===== src/rtl/vend_pkg.sv =====
// vend_pkg: shared definitions for the parametrised vending-machine controller.
//   COIN_*        coin-acceptor event encodings
//   vend_state_e  credit FSM state encoding (2'b11 is illegal and recovers to IDLE)
//   coin_value()  decodes a coin event into base units (0 for none/invalid)
package vend_pkg;

    localparam logic [1:0] COIN_NONE = 2'b00;
    localparam logic [1:0] COIN_ONE  = 2'b01;
    localparam logic [1:0] COIN_TWO  = 2'b10;
    localparam logic [1:0] COIN_BAD  = 2'b11;

    typedef enum logic [1:0] {
        ST_IDLE   = 2'b00,
        ST_ACCUM  = 2'b01,
        ST_REFUND = 2'b10
    } vend_state_e;

    function automatic logic [1:0] coin_value(input logic [1:0] coin);
        logic [1:0] v;
        v = 2'd0;
        case (coin)
            COIN_ONE: v = 2'd1;
            COIN_TWO: v = 2'd2;
            default:  v = 2'd0;
        endcase
        return v;
    endfunction

endpackage


===== src/rtl/vend_change_ctr.sv =====
// vend_change_ctr: surplus-change counter feeding the change hopper.
// Ports:
//   clk, rst_n   clock, asynchronous active-low reset
//   clear        force the counter to zero (illegal-state recovery)
//   load         load load_val (takes priority over a decrement)
//   load_val     number of change units to return
//   req          registered change request currently presented to the hopper
//   hop_ready    hopper accepts one unit this cycle
//   done         combinational: the final unit transfers at the coming edge
module vend_change_ctr #(
    parameter int CREDIT_W = 4
) (
    input  logic                clk,
    input  logic                rst_n,
    input  logic                clear,
    input  logic                load,
    input  logic [CREDIT_W-1:0] load_val,
    input  logic                req,
    input  logic                hop_ready,
    output logic                done
);

    logic [CREDIT_W-1:0] cnt;
    logic                xfer;

    // One unit leaves per cycle in which the request meets a ready hopper.
    assign xfer = req & hop_ready;

    // Treating a zero count as "last" lets a corrupted count still exit REFUND.
    assign done = xfer & (cnt <= CREDIT_W'(1));

    // NOTE: sequential state is written only with non-blocking assignments so
    // every flop samples the pre-edge values of its neighbours.
    always_ff @(posedge clk or negedge rst_n) begin
        if (!rst_n) begin
            cnt <= '0;
        end else if (clear) begin
            cnt <= '0;
        end else if (load) begin
            cnt <= load_val;
        end else if (xfer && cnt != '0) begin
            cnt <= cnt - CREDIT_W'(1);
        end
    end

endmodule


===== src/rtl/vend_fsm_param.sv =====
// vend_fsm_param: parametrised vending-machine credit controller.
// Accumulates coin credit against PRICE, pulses sell, then returns surplus
// one unit per hopper handshake. Coins arriving while busy are rejected.
// Build option: define VEND_CANCEL_EN to honour the cancel input (refund of
// accumulated credit from ACCUM); otherwise cancel is ignored.
// Ports:
//   clk, rst_n   clock, asynchronous active-low reset
//   coin         coin event: 00 none, 01 one unit, 10 two units, 11 invalid
//   cancel       refund request level (ACCUM only, VEND_CANCEL_EN builds)
//   hop_ready    hopper accepts one change unit this cycle
//   sell         one-cycle dispense pulse
//   change_req   hopper request, high throughout REFUND
//   coin_rej     one-cycle pulse: the sampled coin was not credited
//   busy         high while returning change
//   credit       current accumulated credit
module vend_fsm_param
    import vend_pkg::*;
#(
    parameter int PRICE    = 3,
    parameter int CREDIT_W = 4
) (
    input  logic                clk,
    input  logic                rst_n,
    input  logic [1:0]          coin,
    input  logic                cancel,
    input  logic                hop_ready,
    output logic                sell,
    output logic                change_req,
    output logic                coin_rej,
    output logic                busy,
    output logic [CREDIT_W-1:0] credit
);

    localparam logic [CREDIT_W-1:0] PRICE_W = CREDIT_W'(PRICE);

    vend_state_e         state, next_state;
    logic [CREDIT_W-1:0] credit_q, credit_d;
    logic                sell_q, sell_d;
    logic                rej_q, rej_d;
    logic                req_q;
    logic                ctr_clear, ctr_load, ctr_done;
    logic [CREDIT_W-1:0] ctr_load_val;
    logic [CREDIT_W-1:0] sum;
    logic [1:0]          coin_v;
    logic                coin_any;
    logic                cancel_act;

`ifdef VEND_CANCEL_EN
    assign cancel_act = cancel & (state == ST_ACCUM);
`else
    logic unused_cancel;
    assign unused_cancel = cancel;
    assign cancel_act    = 1'b0;
`endif

    assign coin_v   = coin_value(coin);
    assign coin_any = (coin != COIN_NONE);
    assign sum      = credit_q + CREDIT_W'(coin_v);

    // NOTE: every signal written here gets a default first, so no path through
    // the case leaves a value unassigned and no latch is inferred.
    always_comb begin
        next_state   = state;
        credit_d     = credit_q;
        sell_d       = 1'b0;
        rej_d        = 1'b0;
        ctr_clear    = 1'b0;
        ctr_load     = 1'b0;
        ctr_load_val = '0;

        case (state)
            ST_IDLE, ST_ACCUM: begin
                if (cancel_act) begin
                    // Cancel wins over a same-edge coin, which goes back.
                    ctr_load     = 1'b1;
                    ctr_load_val = credit_q;
                    credit_d     = '0;
                    rej_d        = coin_any;
                    next_state   = ST_REFUND;
                end else if (coin == COIN_BAD) begin
                    rej_d = 1'b1;
                end else if (coin_v != 2'd0) begin
                    if (sum < PRICE_W) begin
                        credit_d   = sum;
                        next_state = ST_ACCUM;
                    end else begin
                        sell_d       = 1'b1;
                        credit_d     = '0;
                        ctr_load     = 1'b1;
                        ctr_load_val = sum - PRICE_W;
                        next_state   = (sum != PRICE_W) ? ST_REFUND : ST_IDLE;
                    end
                end
            end
            ST_REFUND: begin
                // Includes the edge of the last transfer: that coin is returned.
                rej_d = coin_any;
                if (ctr_done) begin
                    next_state = ST_IDLE;
                end
            end
            default: begin
                next_state = ST_IDLE;
                credit_d   = '0;
                ctr_clear  = 1'b1;
            end
        endcase
    end

    always_ff @(posedge clk or negedge rst_n) begin
        if (!rst_n) begin
            state    <= ST_IDLE;
            credit_q <= '0;
            sell_q   <= 1'b0;
            rej_q    <= 1'b0;
            req_q    <= 1'b0;
        end else begin
            state    <= next_state;
            credit_q <= credit_d;
            sell_q   <= sell_d;
            rej_q    <= rej_d;
            // Mirrors (state == REFUND) from its own flop so the hopper sees a
            // clean registered request.
            req_q    <= (next_state == ST_REFUND);
        end
    end

    vend_change_ctr #(
        .CREDIT_W (CREDIT_W)
    ) u_change_ctr (
        .clk       (clk),
        .rst_n     (rst_n),
        .clear     (ctr_clear),
        .load      (ctr_load),
        .load_val  (ctr_load_val),
        .req       (req_q),
        .hop_ready (hop_ready),
        .done      (ctr_done)
    );

    assign sell       = sell_q;
    assign coin_rej   = rej_q;
    assign change_req = req_q;
    assign busy       = req_q;
    assign credit     = credit_q;

endmodule


===== config.mk =====
export PLATFORM = sky130hd
export DESIGN_NAME = vend_fsm_param
export DESIGN_NICKNAME = d
export VERILOG_FILES = /design/src/rtl/vend_pkg.sv /design/src/rtl/vend_change_ctr.sv /design/src/rtl/vend_fsm_param.sv
export SDC_FILE = /design/constraint.sdc
export NUM_CORES = 1
export LEC_CHECK = 0
export CAP_MARGIN = 20
export CORE_MARGIN = 2
export CORE_UTILIZATION = 40
export DETAILED_ROUTE_END_ITERATION = 10
export GPL_TIMING_DRIVEN = 0
export HOLD_SLACK_MARGIN = 0.05
export PLACE_DENSITY_LB_ADDON = 0.1
export SLEW_MARGIN = 40
export SYNTH_ARGS = -nofsm -noshare
export SYNTH_HDL_FRONTEND = slang
export SYNTH_SLANG_ARGS = --single-unit

===== constraint.sdc =====
create_clock -name clk -period 3.5 [get_ports clk]
set_clock_uncertainty 0.2 [all_clocks]
set_input_delay 0.875 -clock clk [delete_from_list [all_inputs] [get_ports clk]]
set_output_delay 0.875 -clock clk [all_outputs]
set_load 0.02 [all_outputs]

==> run_results.csv, run 1 <==
group,metric,value,unit
hold_path,worst_hold_path_cells,1,
floorplan,chipHeight,53.5,um
global_route,grt_util_all_layers,0.183,
yosys,async_reset_ff_frac,1.00,
yosys,synth_top_cells_by_area,"dfrtp_1 (33%), ha_1 (12%), a32o_1 (3.1%), xnor2_1 (2.7%), nand2b_1 (2.6%)",
power,vdd.ir_drop.worst,0.494,mV
critical_path,cp_cell_sequence,"clkdlybuf4s50_1 > ha_1 > ha_2 > fa_2 > ha_4 > nand4b_1 > mux2_4 > and3_1 > a211oi_2",
clocking,cell_at_the_root_of_the_clock_tree,"clkbuf_4",
power,p_per_area,665,mW/mm^2
floorplan,floorplan.die.width,53.5,um
floorplan,initial_core_util,0.434,
critical_path,worst-endpoint-required,3.50,ns
sta,fmaxAchievable,298,MHz
hold_path,min-delay-path-class,"reg2reg",
sta,min_clock_period_post_route,3.36,ns
sta,min_period_over_period,0.960,
clocking,cts_hold_repair_buffers,0,
cells_and_area,post-route-util,0.550,
hold_path,timing.hold.worst.start,"state[0]$_DFF_PN0_",
cells_and_area,regArea,325,sq um
detailed_routing,avgViaCountPerCell,5.80,
placement,placed_instances,142,
yosys,synth_flop_cell,"dfrtp_1",
clocking,clk_transition_reported_paths,0.08,ns
critical_path,timing.critical_path.slowest_cell_delay,0.51,ns
clocking,depth_of_the_cts_h_tree,1,
critical_path,crit_path_top_delay_cell,"clkdlybuf4s50_1",
detailed_routing,total_number_of_vias,858,
sta,final_hold_violating_endpoints,0,
clocking,clock_latency,0.28,ns
critical_path,timing.critical_path.from_type,"input port",
critical_path,setup.worst_path.class,"in2reg",
yosys,postSynthNetCount,118,
detailed_routing,routed_wire_length_per_instance,14.4,um
critical_path,worst_setup_path_end_kind,"flop",
clocking,cts.path.max_buffers,2,
detailed_routing,antenna_violating_nets_post_route,0,
yosys,yosysTopAreaCell,"dfrtp_1",
sta,final_max_slew_viol_count,0,
global_route,globalRouteOverflowTotal,0,
critical_path,path_max_fanout,8,
power,total_power,0.825,mW
sta,setup-violations-final,0,
detailed_routing,drc_violations_left,0,
yosys,proportion_of_synthesized_chip_area_in_sequential_cells,0.332,
global_route,grt_pass1_vias,844,
yosys,yosysWarnings,0,
placement,gp_routability_congestion,0.850,
run_status,outcome,"complete, no violations",
critical_path,crit_path_start,"coin[0]",
sta,tightest_slew,0.612,ns
clocking,cts_tree,"done",
yosys,postSynthCellCount,102,
cells_and_area,fillers,224,
global_route,antenna_found_initial,0,
cells_and_area,flow.area_growth_from_synthesis,26.9,%
cells_and_area,drive_above_1_share,0.208,
flow_run,drv.max_cap_violation_count,0,
yosys,synth_seq_cells,13,
cells_and_area,antennaDiodeCount,0,
detailed_routing,wl,2130,um
floorplan,boundaryPins,14,
detailed_routing,first_iter_violations,25,
cells_and_area,post_layout_nonfiller_instances,148,
yosys,ys_types,42,
yosys,post_synth_most_frequent_cells,"dfrtp_1 (13), ha_1 (9), inv_1 (6), nand2_1 (6), nor2_1 (6)",
floorplan,design.core.area,0.00225,sq mm
critical_path,r2r.worst_path.cells,7,
sta,max-slew-margin-rel,0.591,
floorplan,row_count,17,
sta,hold_slack,0.325,ns
placement,buffer_ports.inserted,12,
floorplan,dieArea,0.00286,sq mm
critical_path,reg2reg_from,"credit[0]$_DFFE_PN0P_",
clocking,tritoncts.num_buffers,3,
yosys,number_of_synthesized_flops_with_an_enable_pin,0,
global_route,grt_start_max_net_pins,14,
yosys,synth_top_area_share,0.332,
placement,hpwl,1580,um
critical_path,crit_arrival,3.36,ns
detailed_routing,dr.pass1.iters,4,
yosys,synthMostInstantiatedCell,"dfrtp_1",
global_route,grt_pass1_wl,3770,um
sta,rsz0062_at_grt,"false",
power,power.static_leakage,0.525,nW
cells_and_area,layout.nets,137,
yosys,syn-mean-instance-area,9.59,sq um
yosys,mappedNetlistArea,978,sq um
cells_and_area,area_of_the_multi_input_gates,662,sq um
clocking,clkSinkCount,13,
==> cells by family after synthesis <==
logic type	synth area share
AOI/OAI and AO/OA	0.192
buffers and inverters	0.0537
DFF	0.332
xor gates and xnor gates	0.0358
and+or+nand+nor	0.229
adders and majority gates	0.136
muxes	0.0217
==> stage by stage <==
stage / worst slack, ns / instance area [sq um] / setup TNS (ns)
floorplan: 0.317 / 978 / 0
global placement: -0.376 / 1130 / -1.60
detailed placement: -0.429 / 1130 / -1.83
CTS: 0.0115 / 1180 / 0
global route: 0.0569 / 1240 / 0
finish: 0.140 / 1240 / 0
==> metal layers <==
| metal | vias up | GRT usage | wire (um) |
|---|---|---|---|
| met2 | 12 | 0.284 | 990 |
| met4 | 0 | 0.0641 | 14 |
| met3 | 2 | 0.0537 | 74 |
| li1 | 421 | - | - |
| met1 | 423 | 0.239 | 1050 |
| met5 | - | 0 | 0 |
==> power breakdown <==
group          internal (mW)  leakage (nW)  switching [mW]
Combinational          0.239         0.342           0.231
Clock                 0.0443        0.0150          0.0528
Sequential             0.205         0.168          0.0533
Total                  0.488         0.525           0.337
==> worst max-delay path, delay by kind of cell <==
| kind | cells | cell delay (ns) |
|---|---|---|
| buffers and inverters | 1 | 0.51 |
| multiplexers | 1 | 0.32 |
| adder cells (fa/ha/maj) | 4 | 1.08 |
| AND/OR/NAND/NOR | 2 | 0.39 |
| AO/OA/AOI/OAI | 1 | 0.18 |
==> cell type report <==
class,count,area share
flip-flops and latches,13,0.262
inverters,6,0.0181
well taps,28,0.0282
clock buffers,4,0.0212
multi-input cells,77,0.533
repair buffers,14,0.111
plain buffers,6,0.0262
==> registers in the layout (all words and copies together) (netlist names) <==
| register | flops |
|---|---|
| state | 2 |
| credit | 4 |
| coin_rej | 1 |
| sell | 1 |
| busy | 1 |
| u_change_ctr.cnt | 4 |
==> cell usage in the layout (no fill, tap or decap), types with 4 or more instances in the layout <==
master           Yosys  routed
buf_4                1       4
nor2_1               6       6
ha_1                 9       7
a21oi_1              4       4
nand2b_1             4       4
inv_1                6       6
dfrtp_1             13      13
clkdlybuf4s50_1      0      11
nand2_1              6       6
==> path summary, 6_finish.rpt <==
| path | end | slack [ns] |
|---|---|---|
| min in group asynchronous | busy$_DFF_PN0_ | 0.77 |
| max in group asynchronous | credit[3]$_DFFE_PN0P_ | 1.93 |
| min reg2reg | coin_rej$_DFF_PN0_ | 0.32 |
| min | coin_rej$_DFF_PN0_ | 0.32 |
| max reg2reg | u_change_ctr.cnt[3]$_DFFE_PN0P_ | 0.99 |
| max | u_change_ctr.cnt[0]$_DFFE_PN0P_ | 0.14 |
==> what timing repair did <==
item | in CTS | in global routing
setup buffers | 0 | 2
pin swaps | 0 | 4
resized for setup | 4 | 9
cloned | 0 | 0
endpoints found under the setup margin | 4 | 4
(Power assumes the default switching activity.)
==> run 2, diff against run 1 <==
--- a/config.mk
+++ b/config.mk
@@ -5,12 +5,12 @@
 export SDC_FILE = /design/constraint.sdc
 export NUM_CORES = 1
 export LEC_CHECK = 0
+export ABC_CLOCK_PERIOD_IN_PS = 3500
 export CAP_MARGIN = 20
 export CORE_MARGIN = 2
 export CORE_UTILIZATION = 40
 export DETAILED_ROUTE_END_ITERATION = 10
 export GPL_TIMING_DRIVEN = 0
-export HOLD_SLACK_MARGIN = 0.05
 export PLACE_DENSITY_LB_ADDON = 0.1
 export SLEW_MARGIN = 40
 export SYNTH_ARGS = -nofsm -noshare
==> results of run 2 <==
No change in the layout: final DEF, timing and power equal those of run 1.
